===== src/rtl/irq_ctrl.sv =====
`default_nettype none
// ============================================================================
// Module  : irq_ctrl
// Purpose : Fixed-priority interrupt controller: synchronises and latches
//           sources, then hands one at a time to the CPU via claim/EOI.
// Rev     : 1.0  initial release
// ============================================================================
module irq_ctrl #(
  parameter int N_SRC = 6
) (
  input  logic             clk,
  input  logic             sys_rstn,
  input  logic [N_SRC-1:0] irq_in,
  input  logic [1:0]       Addr,
  input  logic             WE,
  input  logic             RE,
  input  logic [31:0]      Din,
  output logic [31:0]      Dout,
  output logic             irq_out,
  output logic [2:0]       cur_id
);

  typedef enum logic [1:0] {
    ST_IDLE    = 2'd0,
    ST_ASSERT  = 2'd1,
    ST_SERVICE = 2'd2
  } state_t;

  state_t           r_state;
  state_t           w_state_nxt;
  logic [N_SRC-1:0] r_s1;
  logic [N_SRC-1:0] r_s2;
  logic [N_SRC-1:0] r_s3;
  logic [N_SRC-1:0] r_pend;
  logic [N_SRC-1:0] r_mask;
  logic [N_SRC-1:0] r_mode;
  logic [N_SRC-1:0] w_pend_nxt;
  logic [N_SRC-1:0] w_edge;
  logic [N_SRC-1:0] w_elig;
  logic [N_SRC-1:0] w_w1c;
  logic [2:0]       r_cur_id;
  logic [2:0]       w_cur_nxt;
  logic [2:0]       w_win;
  logic             r_irq;
  logic             w_any;
  logic             w_claim;
  logic             w_eoi;
  logic [31:0]      w_dout;
  logic             w_unused_din;

  // Data bits above the implemented sources are deliberately dropped.
  assign w_unused_din = &{1'b0, Din[31:N_SRC]};

  assign w_edge  = r_s2 & ~r_s3;
  assign w_elig  = r_pend & r_mask;
  assign w_any   = |w_elig;
  assign w_w1c   = (WE && (Addr == 2'd0)) ? Din[N_SRC-1:0] : '0;
  assign w_claim = RE && (Addr == 2'd3) && (r_state == ST_ASSERT) && w_any;
  assign w_eoi   = WE && (Addr == 2'd3) && (r_state == ST_SERVICE);

  always_comb begin
    w_win = 3'd0;
    for (int i = N_SRC - 1; i >= 0; i--) begin
      if (w_elig[i]) w_win = 3'(i);
    end
  end

  // Edge sources: a fresh edge beats a simultaneous W1C or claim clear.
  always_comb begin
    w_pend_nxt = r_pend;
    for (int i = 0; i < N_SRC; i++) begin
      if (r_mode[i]) begin
        w_pend_nxt[i] = w_edge[i] |
                        (r_pend[i] & ~w_w1c[i] & ~(w_claim && (w_win == 3'(i))));
      end else begin
        w_pend_nxt[i] = r_s2[i];
      end
    end
  end

  always_comb begin
    w_state_nxt = r_state;
    w_cur_nxt   = r_cur_id;
    case (r_state)
      ST_IDLE: begin
        if (w_any) w_state_nxt = ST_ASSERT;
      end
      ST_ASSERT: begin
        if (!w_any) begin
          w_state_nxt = ST_IDLE;
        end else if (w_claim) begin
          w_state_nxt = ST_SERVICE;
          w_cur_nxt   = w_win;
        end
      end
      ST_SERVICE: begin
        if (w_eoi) begin
          w_state_nxt = ST_IDLE;
          w_cur_nxt   = 3'd0;
        end
      end
      default: begin
        w_state_nxt = ST_IDLE;
        w_cur_nxt   = 3'd0;
      end
    endcase
  end

  always_ff @(posedge clk or negedge sys_rstn) begin
    if (!sys_rstn) begin
      r_s1     <= '0;
      r_s2     <= '0;
      r_s3     <= '0;
      r_pend   <= '0;
      r_mask   <= '0;
      r_mode   <= '0;
      r_state  <= ST_IDLE;
      r_cur_id <= 3'd0;
      r_irq    <= 1'b0;
    end else begin
      r_s1     <= irq_in;
      r_s2     <= r_s1;
      r_s3     <= r_s2;
      r_pend   <= w_pend_nxt;
      if (WE && (Addr == 2'd1)) r_mask <= Din[N_SRC-1:0];
      if (WE && (Addr == 2'd2)) r_mode <= Din[N_SRC-1:0];
      r_state  <= w_state_nxt;
      r_cur_id <= w_cur_nxt;
      r_irq    <= (w_state_nxt == ST_ASSERT);
    end
  end

  always_comb begin
    w_dout = 32'h0;
    case (Addr)
      2'd0: w_dout = 32'(r_pend);
      2'd1: w_dout = 32'(r_mask);
      2'd2: w_dout = 32'(r_mode);
      2'd3: if (w_any && (r_state == ST_ASSERT)) w_dout = {1'b1, 28'd0, w_win};
      default: w_dout = 32'h0;
    endcase
  end

  assign Dout    = w_dout;
  assign irq_out = r_irq;
  assign cur_id  = r_cur_id;

endmodule
`default_nettype wire

===== config.mk =====
export PLATFORM = sky130hd
export DESIGN_NAME = irq_ctrl
export DESIGN_NICKNAME = d
export VERILOG_FILES = /design/src/rtl/irq_ctrl.sv
export SDC_FILE = /design/constraint.sdc
export NUM_CORES = 1
export LEC_CHECK = 0
export BUFFER_PORTS_ARGS = -buffer_cell sky130_fd_sc_hd__buf_2
export CAP_MARGIN = 10
export CORE_MARGIN = 2
export CORE_UTILIZATION = 40
export CTS_CLUSTER_SIZE = 20
export DETAILED_ROUTE_END_ITERATION = 12
export PLACE_DENSITY = 0.79
export RECOVER_POWER = 100
export SLEW_MARGIN = 20
export SYNTH_ARGS = -nofsm -noshare
export SYNTH_HDL_FRONTEND = slang
export SYNTH_SLANG_ARGS = --single-unit

===== constraint.sdc =====
create_clock -name clk -period 1.8 [get_ports clk]
set_input_delay 0.18 -clock clk [delete_from_list [all_inputs] [get_ports clk]]
set_output_delay 0.18 -clock clk [all_outputs]
set_load 0.05 [all_outputs]

==> metrics.yaml <==
dieArea_um2: 5480
met3_length_um: 261
first_pass_iters: 4
netlist_instances: 171
reg2reg_to: "r_pend[2]"
hpwl_um: 2830
worstPathCellList: "a22oi_2 > buf_4 > nand3b_1 > nor2_1 > o32a_1 > buf_6"
grt.total_usage_pct: 16.0
r2r_setup_slack_ns: 0
ff2ff_path_depth: 7
drc: 0
cap_viol_max_count: 0
r2r-start: "r_pend[1]"
slew_headroom_pct: 19.7
die_w_um: 74.0
syn_area_per_cell_um2: 11.5
period_needed_ns: 1.88
coreArea_um2: 4720
startpoint: "r_pend[1]"
ys_warn_count: 0
clk_pin_slew_ns: 0.08
io_pins: 80
slowest_delay_ns: 0.43
failed_checks: "setup timing"
end_kind: "output pin"
wl_met1_um: 1710
finalHoldViolCount: 0
cp.required_ns: 1.62
ir_drop_mv: 0.516
startpoint_type: "register"
finalCritPeriodShare_pct: 104
wl_per_cell_um: 13.7
diodes: 0
powerDensity_nw_per_um2: 1170
grt_pass1_wl_um: 6430
cp_max_fo: 3
clock_latency_ns: 0.29
gp_congestion: 0.836
place_area_um2: 2180
critPathKind: "register to output pin"
final_nets: 273
area_growth_pct: 24.3
synth-seq-cells: 42
cp_num_cells: 6
fin_skew_ns: 0.00962
crit_slowest_cell: "dfrtp_1"
hp-class: "input port to register"
place_ws_ns: 0.0696
crit_buf_inv: 2
io_buffers: 28
overflow: 0
cts_tree: "yes"
synth_cell_type_count: 33
final_common_cell: "dfrtp_1"
die_h_um: 74.0
cts_inserted_buffers: 5
drt_iter0_drc: 106
via_count: 1445
yosysSeqAreaShare_pct: 53.6
vias_per_cell: 4.87
antenna_found_initial: 0
drive_above_1_share_pct: 30.9
htree_levels: 2
cp.arrival_ns: 1.70
rsz0062_at_grt: "true"
final_cell_mix: "42 x dfrtp_1, 25 x conb_1, 19 x nand2_1, 19 x buf_2, 19 x buf_4"
setup_ws_ns: -0.0769
final_cell_area_um2: 2440
crit_family: "flip-flops"
status: "complete, but fails checks"
initial_utilization_pct: 41.5
numClockSinks: 42
p_leak_nw: 1.14
grt_pass1_vias: 1342
ant_nets: 0
core.rowCount: 25
grt_max_degree: 23
worstMarginPinSlew_ns: 1.20
fmax_mhz: 533
finalSetupViolations: 2
slew_violations: 0
finalWirelength_um: 4060
syn_area_um2: 1960
dr_wl_met2_um: 2000
clock-root-buffer: "clkbuf_8"
cp-endpoint: "Dout[2]"
clock_path_buffers: 2
top_layer: "met4"
## power by group
part / internal [W] / total [W] / switching (W) / leakage, nW
Sequential: 0.00109 / 0.00122 / 0.000131 / 0.496
Combinational: 0.000367 / 0.00101 / 0.000641 / 0.598
Clock: 0.000309 / 0.000618 / 0.000309 / 0.0482
Total: 0.00176 / 0.00284 / 0.00108 / 1.14
## cells in the mapped netlist (all sizes together)
library cell  number  area (um2)
dfrtp             42        1050
buf               28         203
nand2             19        71.3
mux2              12         135
a21oi              9        45.0
a31oi              6        37.5
a21o               4        30.0
nor2               4        15.0
nor2b              4        25.0
a22o               3        26.3
a22oi              3        32.5
a32oi              3        26.3
and3               3        18.8
mux2i              3        30.0
nand2b             3        18.8
o21ai              3        15.0
and2               2        12.5
inv                2        7.51
nand3              2        10.0
nand3b             2        15.0
nor3               2        10.0
nor3b              2        15.0
o32a               2        20.0
a21bo              1        10.0
a21boi             1        7.51
a221oi             1        8.76
conb               1        3.75
nand4              1        21.3
nand4b             1        8.76
nor4b              1        23.8
o211ai             1        7.51
## cell type report
cell class / count / area [um2]
Tap cell: 67 / 83.8
Clock inverter: 1 / 5.00
Timing Repair Buffer: 55 / 379
Inverter: 2 / 7.51
Clock buffer: 7 / 86.3
Sequential cell: 42 / 1050
Fill cell: 432 / 2280
Multi-Input combinational cell: 123 / 826
## state kept, by name, summed over array words and instances, names as in the netlist
| name | count |
|---|---|
| r_mask | 6 |
| r_state | 2 |
| cur_id | 3 |
| irq_out | 1 |
| r_pend | 6 |
| r_s2 | 6 |
| r_s1 | 6 |
| r_mode | 6 |
| r_s3 | 6 |
## layer usage
| layer | up-vias | GRT usage, % |
|---|---|---|
| met5 | - | 0 |
| met4 | 0 | 6.46 |
| met1 | 716 | 20.5 |
| li1 | 671 | - |
| met3 | 9 | 4.34 |
| met2 | 49 | 25.9 |
## kinds of logic (layout without fill, tap and decap cells)
kind of cell,count (synthesis),in the layout,share of synthesized area (%)
and+or+nand+nor,46,46,13.5
DFF,42,42,53.6
muxes,15,15,8.42
other,1,25,0.191
buffers and inverters,30,65,10.7
AOI/OAI and AO/OA,37,37,13.6
## worst min-delay path by stage
stage                            to  depth (start not counted)  slack [ns]  startpoint
after floorplan           cur_id[0]                          0       -0.12    sys_rstn
after global placement      r_s1[0]                          1        0.18    sys_rstn
after detailed placement    r_s1[0]                          1        0.20    sys_rstn
after CTS                 r_mask[3]                          2        0.14      Din[3]
after global routing      r_mask[3]                          2        0.14      Din[3]
final                     r_mask[3]                          2        0.15      Din[3]
## through the flow
step | utilization, % | std cells | power [W] | setup TNS (ns) | hold slack [ns]
6_report | 51.6 | 297 | 0.00284 | -0.106 | 0.151
5_1_grt | 51.6 | 297 | 0.00300 | -3.50 | 0.142
4_1_cts | 51.3 | 294 | 0.00284 | -0.0270 | 0.144
3_5_place_dp | 46.1 | 272 | 0.00212 | 0 | 0.198
3_3_place_gp | 46.1 | 272 | 0.00209 | 0 | 0.180
2_1_floorplan | - | 195 | 0.00192 | -0.0907 | -0.116
## timing repair
| action | 4_1_cts | 5_1_grt |
|---|---|---|
| setup buffers | 7 | 3 |
| pin swaps | 6 | 4 |
| hold buffers | 7 | 0 |
| hold endpoints to repair | 27 | 0 |
| endpoints found under the setup margin | 3 | 4 |
| gates resized for setup | 8 | 4 |
Note: power is estimated with default switching activity, not from simulation.
